File: config.mk
export PLATFORM = sky130hd
export DESIGN_NAME = n_bit_serial_subtractor
export DESIGN_NICKNAME = d
export VERILOG_FILES = /design/src/rtl/n_bit_serial_subtractor.sv
export SDC_FILE = /design/constraint.sdc
export NUM_CORES = 1
export LEC_CHECK = 0
export BUFFER_PORTS_ARGS = -buffer_cell sky130_fd_sc_hd__buf_4
export CAP_MARGIN = 5
export CORE_MARGIN = 5
export CORE_UTILIZATION = 59
export CTS_CLUSTER_DIAMETER = 120
export DETAILED_ROUTE_END_ITERATION = 8
export PLACE_DENSITY_LB_ADDON = 0.08
export SLEW_MARGIN = 15
export SYNTH_ARGS = -nofsm -noshare
export SYNTH_HDL_FRONTEND = slang
export SYNTH_SLANG_ARGS = --single-unit
File: constraint.sdc
create_clock -name clk -period 3.57 [get_ports clk]
set_input_delay 0 -clock clk [delete_from_list [all_inputs] [get_ports clk]]
set_output_delay 0 -clock clk [all_outputs]
set_load 0.005 [all_outputs]
File: src/rtl/n_bit_serial_subtractor.sv
// Bit-serial unsigned subtractor: diff = a - b, one bit per clock, LSB first,
// through a single full-subtractor cell with a registered borrow.
// Start/done handshake. The results and status hold until the next
// operation completes.
module n_bit_serial_subtractor #(
    parameter int N = 8
) (
    input  logic         clk,
    input  logic         rst_n,
    input  logic         start,
    input  logic [N-1:0] a,
    input  logic [N-1:0] b,
    output logic         busy,
    output logic         done,
    output logic [N-1:0] diff,
    output logic         borrow_out,
    output logic         zero
);

    localparam int            CW   = $clog2(N);
    localparam logic [CW-1:0] LAST = CW'(N - 1);

    typedef enum logic [1:0] {
        IDLE = 2'd0,
        RUN  = 2'd1,
        DONE = 2'd2
    } state_t;

    state_t        state_q;
    logic [N-1:0]  a_sh_q;
    logic [N-1:0]  b_sh_q;
    logic [N-1:0]  res_q;
    logic          brw_q;
    logic [CW-1:0] cnt_q;
    logic          busy_q;
    logic          done_q;
    logic [N-1:0]  diff_q;
    logic          borrow_q;
    logic          zero_q;

    logic          a_bit;
    logic          b_bit;
    logic          d_bit_d;
    logic          bout_d;
    logic [N-1:0]  res_d;

    // Full-subtractor cell on the operand LSBs; the new difference bit enters the result from the MSB end
    always_comb begin
        a_bit   = a_sh_q[0];
        b_bit   = b_sh_q[0];
        d_bit_d = a_bit ^ b_bit ^ brw_q;
        bout_d  = (~a_bit & b_bit) | (~(a_bit ^ b_bit) & brw_q);
        res_d   = {d_bit_d, res_q[N-1:1]};
    end

    // Control FSM with the operand/result shift registers and the registered outputs
    always_ff @(posedge clk or negedge rst_n) begin
        if (!rst_n) begin
            state_q  <= IDLE;
            a_sh_q   <= '0;
            b_sh_q   <= '0;
            res_q    <= '0;
            brw_q    <= 1'b0;
            cnt_q    <= '0;
            busy_q   <= 1'b0;
            done_q   <= 1'b0;
            diff_q   <= '0;
            borrow_q <= 1'b0;
            zero_q   <= 1'b0;
        end else begin
            case (state_q)
                IDLE: begin
                    done_q <= 1'b0;
                    if (start) begin
                        a_sh_q  <= a;
                        b_sh_q  <= b;
                        brw_q   <= 1'b0;
                        cnt_q   <= '0;
                        busy_q  <= 1'b1;
                        state_q <= RUN;
                    end
                end
                RUN: begin
                    a_sh_q <= a_sh_q >> 1;
                    b_sh_q <= b_sh_q >> 1;
                    res_q  <= res_d;
                    brw_q  <= bout_d;
                    if (cnt_q == LAST) begin
                        // Last bit: publish the result; the counter stops here rather than wrapping
                        diff_q   <= res_d;
                        borrow_q <= bout_d;
                        zero_q   <= (res_d == '0);
                        busy_q   <= 1'b0;
                        done_q   <= 1'b1;
                        state_q  <= DONE;
                    end else begin
                        cnt_q <= cnt_q + CW'(1);
                    end
                end
                DONE: begin
                    done_q  <= 1'b0;
                    state_q <= IDLE;
                end
                default: begin
                    busy_q  <= 1'b0;
                    done_q  <= 1'b0;
                    state_q <= IDLE;
                end
            endcase
        end
    end

    assign busy       = busy_q;
    assign done       = done_q;
    assign diff       = diff_q;
    assign borrow_out = borrow_q;
    assign zero       = zero_q;

endmodule

After elaboration in Yosys (flattened, before gate mapping)
Index checks and enable logic that the tools add are counted.

Register bits: 42. Input bits: 19. Output and inout bits: 12. Word-level logic and storage cells: 51.

Add/sub/neg operators: 1. Equal/unequal tests: 6. Mux-type cells: 17. Bitwise gates (word level): 8. Reductions and logical operators: 8.

Operator list (number): case mux 8 bit (2 select lines) (2); 2-to-1 mux 8 bit (2); zero test 8 bit (1); 2-to-1 mux 3 bit (2); inequality test 2 bit, second input constant (3); case mux 3 bit (2 select lines) (1); AND reduction 2 bit (3); AND reduction 3 bit (2); 2-to-1 mux 1 bit (5); 2-to-1 mux 2 bit (2); case mux 2 bit (2 select lines) (1); adder 3 x 1 -> 3 bit, second input constant (1); == test 3 bit, second input constant (1); NOT 1 bit (3); case mux 1 bit (3 select lines) (1); bitwise AND 1 bit (2); == test 2 x 1 -> 1 bit, second input constant (1); == test 2 bit, second input constant (1); zero test 2 bit (1); case mux 1 bit (2 select lines) (1); nonzero test 2 bit (1); bitwise XOR 1 bit (2); OR 1 bit (1).

Longest topological paths before layout
Gate-level depths: netlist (run 1).

Word-level depth: 5. Mapped depth: 6. Gate-level depth less buffers: 5.

Worst setup path before layout (run 1)
No wires, ideal clock.

Path kind: register to register. Start point: register cnt_q[0]. End point: register diff_q[3], in the netlist diff[3]. Arrival: 1.379 ns. Data required time: 3.445 ns. Slack: 2.066 ns. Cell stages (with the launch flop): 6. Buffers on the path: 1. Clock period less this slack: 1.504 ns. Path through: dfrtp_1 -> ha_1 -> ha_1 -> nand3b_4 -> buf_4 -> mux2_2.

Word-level cells in the longest chain between the ends: 2.

RTL lines: start, declared (RTL line 34) `logic [CW-1:0] cnt_q;`; start signal, assigned (RTL line 97) `cnt_q <= cnt_q + CW'(1);`; == test 3 bit (RTL line 88) `if (cnt_q == LAST) begin`; AND reduction 2 bit (no line); end signal, assigned (RTL line 90) `diff_q <= res_d;`; end, declared (RTL line 37) `logic [N-1:0] diff_q;`.

No other way between the ends. A chain may end at the register's enable or synchronous reset.

Worst setup path after layout (run 1)
Start point: register state_q[0]. End point: register b_sh_q[1].

Word-level cells in the longest chain between the ends: 3. Elaborated cells between the ends (all ways): 6. Those cells by class: eq/ne: 2; mux: 1; reduce/logical: 3.

RTL lines: start, declared (RTL line 29) `state_t state_q;`; start signal, assigned (RTL line 59) `state_q <= IDLE;`; start signal, assigned (RTL line 80) `state_q <= RUN;`; start signal, assigned (RTL line 95) `state_q <= DONE;`; == test 2 x 1 -> 1 bit or zero test 2 bit (tied branches) (RTL line 71) `case (state_q)`; nonzero test 2 bit (no line) or inequality test 2 bit (tied branches); AND reduction 2 bit (no line); end signal, assigned (RTL line 85) `b_sh_q <= b_sh_q >> 1;`; end, declared (RTL line 31) `logic [N-1:0] b_sh_q;`.

Several ways; a longest one is shown, not always the timed one.

==> qor.txt, run 1 <==
status: complete, no violations
max cap viols: 0
sink of the worst hold path: b_sh_q[7]
# IOs: 31
area grow syn2layout: 24.24%
setup tns final: 0 ps
Clk pwr share: 12.6%
pin count of the biggest net entering global routing: 42
starting density of the core: 60.17%
RR Endpoint: b_sh_q[1]
Register Area: 1026 µm²
logic gate share of total power: 41.2%
post-DR wirelength/cell: 13.55 µm
VDD IR max: 0.5295 mV
r2r startpoint: state_q[0]
startpoint class of the critical path: register
most frequent cells in the layout: nand2_1 (42), dfrtp_1 (41), buf_4 (30)
final instance area: 2245 µm²
total gr overflow: 0
Synth Net Count: 181
Die H: 65.34 µm
multi-input logic area: 711.9 µm²
Top Family by Delay on Critical Path: simple AND/OR/NAND/NOR gates
hold slack: 80.16 ps
r2r setup slk: 1860 ps
Num CTS Buffers: 5
Final Skew: 4.302 ps
RSZ-0062 raised after global routing: false
Core Area: 3003 µm²
commonest non-fill, non-tap cell in the layout: nand2_1
CTS tree: yes
Final Cycle Share: 47.78%
Iter 0 DRT Violations: 84
top cell type by total area after synthesis: dfrtp_1
Post-Syn Area: 1807 µm²
P_sw: 644.7 µW
Chip Width: 65.34 µm
final hold vios: 0
worst setup path class: register to register
Die ar.: 4269 µm²
port bufs: 30
number of fill cells in the layout: 212
Clock Sink Count: 41
Total GRT Usage: 17.44%
Rel. slew slack: 54.75%
initial antenna violation count: 0
register area share after synthesis: 56.79%
Pwr Total: 1781 µW
Critical Path, Cell by Cell: nor2b_4 -> mux2i_1 -> o21ai_2
vias in the first global route: 1202
layout cells sized above 1: 26.57%
final setup fails: 0
root buf cell: clkbuf_4
DR pass1 iterations: 2
via/cell ratio: 5.167
CP required: 3810 ps
reg2reg path depth: 3
Sw Ratio: 36.20%
final design utilization: 74.75%
static leakage: 0.001143 µW
clock transition at the registers of the reported paths: 120 ps
worst slew pin tran: 676.9 ps
internal power: 1136 µW
power per cell area: 793.5 nW/µm²
Critical Path AT: 1940 ps
vias: 1240
row count: 20
Synth Warn #: 0
Setup crit end kind: register
crit path time final: 1706 ps
Crit path buffers/inverters: 0
critical path's largest stage delay: 630 ps
post-synthesis cell count: 159
Synth Area per Inst: 11.36 µm²
post-CTS sizing: 0
WL final: 3251 µm
Post-DP HPWL: 2105 µm
nets: 228
hold_sp: start
sequential share of power: 46.2%
first-pass GRT wire length: 5616 µm
Synth top area share: 56.79%
DRC errors left: 0
hold path cells: 4
clock latency on the worst-skew pair: 360 ps
Seq cells post-synth: 41
n_diodes: 0
CP max stage cell: nor2b_4
Longest Clk Path Bufs: 2
Final ANT Viol Nets: 0
Cell Area, Placed: 2016 µm²
Pins Over Slew Limit: 0
placer congestion estimate: 0.7242
Max H-tree Level: 2
Fmax: 586.3 MHz
Synth cell types: 26
Max FO, Critical Path: 21
Hold Crit Class: input port to register
largest cells by area after synthesis: dfrtp_1 (57%), nand2_1 (8.7%), mux2i_1 (7.8%)
-- Yosys cell counts --
library cell / n
a22o_1: 2
inv_1: 5
nand3b_4: 1
ha_1: 2
buf_12: 1
mux2i_1: 14
nor2b_1: 2
nand2_1: 42
mux2_2: 9
buf_4: 2
o21bai_1: 1
nor2_1: 4
dfrtp_1: 41
a21oi_1: 1
buf_2: 3
nand2b_1: 2
o21ai_1: 8
fa_1: 1
a21o_1: 1
o21ai_2: 5
nand2b_2: 1
buf_6: 1
a32o_1: 1
o21ai_0: 6
nor4_1: 2
nor2b_4: 1
-- worst register-to-register path, cell delays in order, from the launching register on --
cell	delay, ps
dfrtp_1	570
nor2b_4	640
mux2i_1	320
o21ai_2	70
-- worst max path at each step --
stage,startpoint,depth (start not counted),slack (ps),end
final,state_q[0],3,1860,b_sh_q[1]
after global routing,state_q[0],3,1730,b_sh_q[4]
after CTS,state_q[0],2,1750,b_sh_q[4]
after detailed placement,state_q[0],2,1760,b_sh_q[4]
after global placement,state_q[0],2,1820,b_sh_q[4]
after floorplan,cnt_q[0],5,2070,diff[3]
-- flip-flops by register name, summed over array words and instances, names as in the netlist --
register	flops
a_sh_q	8
cnt_q	3
done	1
brw_q	1
busy	1
b_sh_q	8
borrow_out	1
zero	1
res_q	7
diff	8
state_q	2
-- power groups by stage --
stage	Combinational [µW]	Clock [µW]	Sequential (µW)
3_5_place_dp	726	0	833
6_report	733	225	823
4_1_cts	741	227	821
5_1_grt	832	254	852
2_1_floorplan	560	0	804
3_3_place_gp	700	0	817
-- area by class of cell --
class	count	area share (%)
Sequential cell	41	45.71
Multi-Input combinational cell	106	31.72
Timing Repair Buffer	47	17.61
Clock buffer	6	1.839
Tap cell	33	1.839
Inverter	5	0.8361
Clock inverter	2	0.4459
-- stage by stage --
step                      cells  worst slack (ps)
final                       240              1864
after global routing        240              1728
after CTS                   240              1748
after detailed placement    215              1764
after global placement      215              1821
after floorplan             159              2066
-- timing repair --
item	in CTS	in global routing
buffers inserted	0	0
endpoints found under the hold margin	57	0
hold buffers	17	0
-- per-layer routing --
metal	wire (µm)	global-route usage (%)	vias to the layer above
li1	-	-	629
met1	1468	22.27	576
met3	150	4.444	8
met5	0	0	-
met4	72	7.772	0
met2	1559	27.94	27
-- cell families after synthesis --
logic type | count (synthesis) | synth area share (%)
AND/OR/NAND/NOR | 55 | 13.99
flip-flops | 41 | 56.79
AO/OA/AOI/OAI | 25 | 8.934
multiplexers | 23 | 13.37
buffers and inverters | 12 | 4.432
adder cells (fa/ha/maj) | 3 | 2.493
Note: power is estimated with default switching activity, not from simulation.
==> inputs of run 2 (changes only) <==
CORE_UTILIZATION = 49   (was 59)
clock period = 1.47 ns   (was 3.57 ns; I/O delays follow)
==> run 2 against run 1 <==
The flow now finishes with violations (negative hold slack, negative setup slack); final area rose by 7.9%; critical path type unchanged; register-to-register slack got worse by 1900 ps; final cell count rose by 10%; sequential share of layout area fell by 3.3 points; critical path depth rose by 2; combinational power rose to 3.1 times the previous value; first-iteration DRC count fell by 36%; via count rose by 2.8%; worst setup slack got worse by 1900 ps.
==> qor.txt, run 2 (synthesis results as in run 1) <==
Max H-tree Level: 2 (unchanged)
area grow syn2layout: 34.00%
Top Family by Delay on Critical Path: flip-flops
post-DR wirelength/cell: 12.42 µm (-8.3%)
critical path's largest stage delay: 390 ps (-240 ps)
via/cell ratio: 4.830 (-6.5%)
crit path time final: 1483 ps (-222.2 ps)
initial antenna violation count: 0 (unchanged)
Fmax: 674.1 MHz (+15%)
Clk pwr share: 14.7% (+2.1 points)
P_sw: 1681 µW (+160%)
first-pass GRT wire length: 5761 µm (+2.6%)
final hold vios: 1 (+1)
Longest Clk Path Bufs: 2 (unchanged)
Setup crit end kind: register
clock transition at the registers of the reported paths: 70 ps (-50 ps)
failing checks: negative hold slack, negative setup slack
# IOs: 31 (unchanged)
Hold Crit Class: input port to register
total gr overflow: 0 (unchanged)
Core Area: 3606 µm² (+20%)
Final Skew: 2.808 ps (-1.494 ps)
root buf cell: clkbuf_8
power per cell area: 2049 nW/µm² (+160%)
setup tns final: -13.39 ps (-13.39 ps)
CP max stage cell: dfrtp_1
WL final: 3279 µm (+0.86%)
Chip Width: 70.72 µm (+8.2%)
RR Endpoint: cnt_q[0]
hold path cells: 3 (-1)
CTS tree: yes
startpoint class of the critical path: register
DRC errors left: 0 (unchanged)
max cap viols: 0 (unchanged)
Post-DP HPWL: 2178 µm (+3.5%)
DR pass1 iterations: 4 (+2)
placer congestion estimate: 0.6900 (-4.7%)
Die H: 70.72 µm (+8.2%)
vias: 1275 (+2.8%)
Total GRT Usage: 14.65% (-2.8 points)
row count: 22 (+10%)
layout cells sized above 1: 34.26% (+7.7 points)
clock latency on the worst-skew pair: 290 ps (-70 ps)
Clock Sink Count: 41 (unchanged)
static leakage: 0.001219 µW (+6.7%)
final setup fails: 1 (+1)
n_diodes: 0 (unchanged)
port bufs: 30 (unchanged)
VDD IR max: 0.8596 mV (+62%)
Crit path buffers/inverters: 0 (unchanged)
most frequent cells in the layout: nand2_1 (42), buf_4 (42), dfrtp_1 (41)
Max FO, Critical Path: 4 (-81%)
worst slew pin tran: 512.7 ps (-164.2 ps)
Iter 0 DRT Violations: 54 (-36%)
r2r setup slk: -10 ps (-1880 ps)
RSZ-0062 raised after global routing: true
Sw Ratio: 33.89% (-2.3 points)
Final ANT Viol Nets: 0 (unchanged)
worst setup path class: register to register
sequential share of power: 40.3% (-5.9 points)
Num CTS Buffers: 5 (unchanged)
final design utilization: 67.14% (-7.6 points)
Critical Path AT: 1660 ps (-280 ps)
dpl cells: 237 (+10%)
vias in the first global route: 1304 (+8.5%)
CP required: 1650 ps (-2160 ps)
nets: 238 (+4.4%)
Final Non-Filler Cells: 264 (+10%)
reg2reg path depth: 5 (+2)
sink of the worst hold path: a_sh_q[5]
pin count of the biggest net entering global routing: 42 (unchanged)
internal power: 3280 µW (+190%)
Critical Path, Cell by Cell: ha_2 -> ha_4 -> nand2b_4 -> a21o_1 -> mux2_4
starting density of the core: 50.10% (-10 points)
r2r startpoint: cnt_q[0]
logic gate share of total power: 45.1% (+3.9 points)
Die ar.: 5001 µm² (+17%)
Pins Over Slew Limit: 0 (unchanged)
hold slack: -1.840 ps (-82.00 ps)
Rel. slew slack: 65.82% (+11 points)
hold_sp: a[5]
fin worst setup slack: -13.39 ps (-1878 ps)
status: finished with violations
Final Cycle Share: 100.9% (+53 points)
[run 2: cell types whose count changed in the layout (fill, tap and decap cells not counted), sizes merged]
cell         delta
buf            +14
dlygate4sd3     -4
clkinv          -2
clkbuf          +1
[run 2: area by class of cell]
type / count / area [µm²]
Inverter: 5 / 18.77
Fill cell: 287 / 1185
Multi-Input combinational cell: 106 / 744.5
Sequential cell: 41 / 1026
Timing Repair Buffer: 57 / 485.5
Tap cell: 48 / 60.06
Clock buffer: 7 / 86.33
[run 2: tightest hold or removal path, delay by kind of cell]
| family | cells | cell delay [ps] |
|---|---|---|
| muxes | 1 | 50 |
| buffers and inverters | 1 | 70 |
| AOI/OAI and AO/OA | 1 | 120 |
[run 2: through the flow]
stage	setup slack (ps)	instance area, µm²	power, µW
2_1_floorplan	17.55	1809	3318
3_3_place_gp	12.80	2115	3930
3_5_place_dp	-31.79	2115	4029
4_1_cts	-0.08582	2384	4928
5_1_grt	-41.67	2421	5346
6_report	-13.39	2421	4961
[run 2: how the worst max path moves through the flow]
stage | from | endpoint | slack (ps) | cells past startpoint
global route | cnt_q[0] | cnt_q[0] | -40 | 5
global placement | cnt_q[0] | cnt_q[0] | 10 | 5
CTS | cnt_q[1] | cnt_q[0] | -0.09 | 5
detailed placement | cnt_q[0] | cnt_q[0] | -30 | 5
floorplan | cnt_q[0] | cnt_q[0] | 20 | 5
finish | cnt_q[0] | cnt_q[0] | -10 | 5
[run 2: metal layers]
layer	wire, µm	up-vias	share of wire [%]	track usage (%)
met3	180	7	5.5	4.261
met4	69	0	2.1	7.516
li1	-	647	-	-
met1	1436	592	44	17.80
met2	1593	29	49	23.69
met5	0	-	0	0
[run 2: power groups by stage]
stage / clock (µW) / combinational, µW / sequential [µW]
finish: 727 / 2240 / 2000
global route: 772 / 2500 / 2070
CTS: 742 / 2190 / 2000
detailed placement: 0 / 2020 / 2010
global placement: 0 / 1950 / 1980
floorplan: 0 / 1360 / 1950
[run 2: timing repair]
action	4_1_cts	5_1_grt
endpoints found under the hold margin	53	0
endpoints found under the setup margin	2	7
pin swaps	4	5
setup buffers	3	4
hold buffers	13	0
gates resized for setup	5	3
==> inputs of run 3 (changes only) <==
--- a/config.mk
+++ b/config.mk
@@ -13,4 +13,4 @@
 export DETAILED_ROUTE_END_ITERATION = 8
+export HOLD_SLACK_MARGIN = 0.12
 export PLACE_DENSITY_LB_ADDON = 0.08
-export SLEW_MARGIN = 15
 export SYNTH_ARGS = -nofsm -noshare
==> constraint.sdc (replaced) <==
create_clock -name clk -period 1.47 [get_ports clk]
set_input_delay 0.0735 -clock clk [delete_from_list [all_inputs] [get_ports clk]]
set_output_delay 0.0735 -clock clk [all_outputs]
set_load 0.005 [all_outputs]
==> run 3 against run 2 <==
Critical path depth stayed put; register-to-register slack hardly changed; worst hold slack improved by 170 ps; largest cell class unchanged; highest routed layer unchanged; wire length increased by 1.8%; first-iteration DRC count down 17%; fmax about the same; die area unchanged; the flow finishes with violations (negative setup slack); utilization rose by 1.1 points; worst setup slack barely moved; non-clock buffer count rose by 4; largest power group unchanged; via count up 1.3%.
==> qor.txt, run 3 (synthesis results as in run 1) <==
Clock Sink Count: 41 (unchanged)
Critical Path, Cell by Cell: ha_2 -> ha_4 -> nand2b_4 -> a21o_1 -> mux2_4
area grow syn2layout: 36.22%
CP max stage cell: dfrtp_1
Post-DP HPWL: 2178 µm (unchanged)
critical path's largest stage delay: 390 ps (about the same)
Longest Clk Path Bufs: 2 (unchanged)
max cap viols: 0 (unchanged)
first-pass GRT wire length: 5871 µm (+1.9%)
status: finished with violations
RSZ-0062 raised after global routing: true
clock latency on the worst-skew pair: 290 ps (about the same)
Max FO, Critical Path: 4 (unchanged)
WL final: 3339 µm (+1.8%)
total gr overflow: 0 (unchanged)
Hold Crit Class: input port to register
Final ANT Viol Nets: 0 (unchanged)
worst setup path class: register to register
final instance area: 2461 µm² (+1.7%)
Rel. slew slack: 66.06% (+0.24 points)
post-DR wirelength/cell: 12.46 µm (+0.31%)
Final Skew: 3.302 ps (+0.4944 ps)
clock transition at the registers of the reported paths: 70 ps (about the same)
Iter 0 DRT Violations: 45 (-17%)
starting density of the core: 50.10% (unchanged)
placer congestion estimate: 0.6900 (unchanged)
Die ar.: 5001 µm² (unchanged)
CTS tree: yes
pin count of the biggest net entering global routing: 42 (unchanged)
VDD IR max: 0.8719 mV (+1.4%)
number of fill cells in the layout: 284 (-1.0%)
final hold vios: 0 (-1)
startpoint class of the critical path: register
vias in the first global route: 1333 (+2.2%)
final design utilization: 68.25% (+1.1 points)
Pins Over Slew Limit: 0 (unchanged)
static leakage: 0.001236 µW (+1.4%)
Num CTS Buffers: 5 (unchanged)
port bufs: 30 (unchanged)
vias: 1291 (+1.3%)
n_diodes: 0 (unchanged)
Chip Width: 70.72 µm (unchanged)
# IOs: 31 (unchanged)
Setup crit end kind: register
Crit path buffers/inverters: 0 (unchanged)
Max H-tree Level: 2 (unchanged)
Critical Path AT: 1660 ps (about the same)
crit path time final: 1483 ps (+0.01410 ps)
Total GRT Usage: 14.92% (+0.27 points)
hold slack: 164.7 ps (+166.6 ps)
via/cell ratio: 4.817 (-0.26%)
initial antenna violation count: 0 (unchanged)
fin worst setup slack: -13.41 ps (-0.01410 ps)
CP required: 1650 ps (about the same)
most frequent cells in the layout: nand2_1 (42), buf_4 (42), dfrtp_1 (41)
DR pass1 iterations: 4 (unchanged)
final setup fails: 1 (unchanged)
failing checks: negative setup slack
worst slew pin tran: 509.2 ps (-3.563 ps)
Cell Area, Placed: 2115 µm² (unchanged)
row count: 22 (unchanged)
Fmax: 674.1 MHz (about the same)
nets: 242 (+1.7%)
root buf cell: clkbuf_8
Top Family by Delay on Critical Path: flip-flops
Die H: 70.72 µm (unchanged)
layout cells sized above 1: 33.64% (-0.62 points)
DRC errors left: 0 (unchanged)
power per cell area: 2019 nW/µm² (-1.5%)
Final Cycle Share: 100.9% (about the same)
Core Area: 3606 µm² (unchanged)
==> run 3: cell count changes in the layout (fill, tap and decap cells not counted), sizes merged <==
cell,before,now
dlygate4sd3,13,17
==> run 3: per-layer routing <==
metal / vias to the layer above / track usage (%) / wire [µm]
met3: 7 / 4.545 / 187
li1: 655 / - / -
met5: - / 0 / 0
met4: 0 / 7.516 / 69
met2: 27 / 24.20 / 1620
met1: 602 / 17.99 / 1461
==> run 3: tightest hold or removal path, stage by stage <==
cell and delay, ps:
buf_4 110, nor2b_1 50, a21oi_1 100, o21ai_0 80
==> run 3: worst paths after layout <==
check	end	start	cells past startpoint	slack [ps]
hold / removal	b_sh_q[7]	start	4	160
setup reg to reg	cnt_q[0]	cnt_q[0]	5	-10
min in group asynchronous	diff[7]	rst_n	2	290
hold reg to reg	brw_q	brw_q	2	480
max in group asynchronous	cnt_q[1]	rst_n	2	830
setup / recovery	cnt_q[0]	cnt_q[0]	5	-10
==> run 3: layout make-up <==
type                    count  area, µm²  share of cell area, %
inverters                   5      18.77                 0.7626
clock buffers               7      86.33                  3.508
flip-flops and latches     41       1026                  41.69
repair buffers             61      525.5                  21.35
multi-input cells         106      744.5                  30.25
well taps                  48      60.06                  2.440
==> run 3: power breakdown <==
part	switching, µW	internal (µW)
registers	346	1650
clock network	355	372
logic	981	1260
total	1680	3290
==> run 3: repair_timing <==
action                                  in CTS  in global routing
gates resized for setup                      5                  3
pin swaps                                    4                  5
hold endpoints to repair                    57                  0
endpoints found under the setup margin       2                  7
hold buffers                                17                  0
buffers inserted                             3                  4
==> run 3: stage by stage <==
stage,setup TNS [ps],power [µW],worst slack (ps),std cells
after floorplan,0,3318,17.55,159
after global placement,0,3930,12.80,237
after detailed placement,-31.79,4029,-31.79,237
after CTS,-0.08582,4936,-0.08582,264
after global routing,-69.66,5356,-41.67,268
final,-13.41,4968,-13.41,268
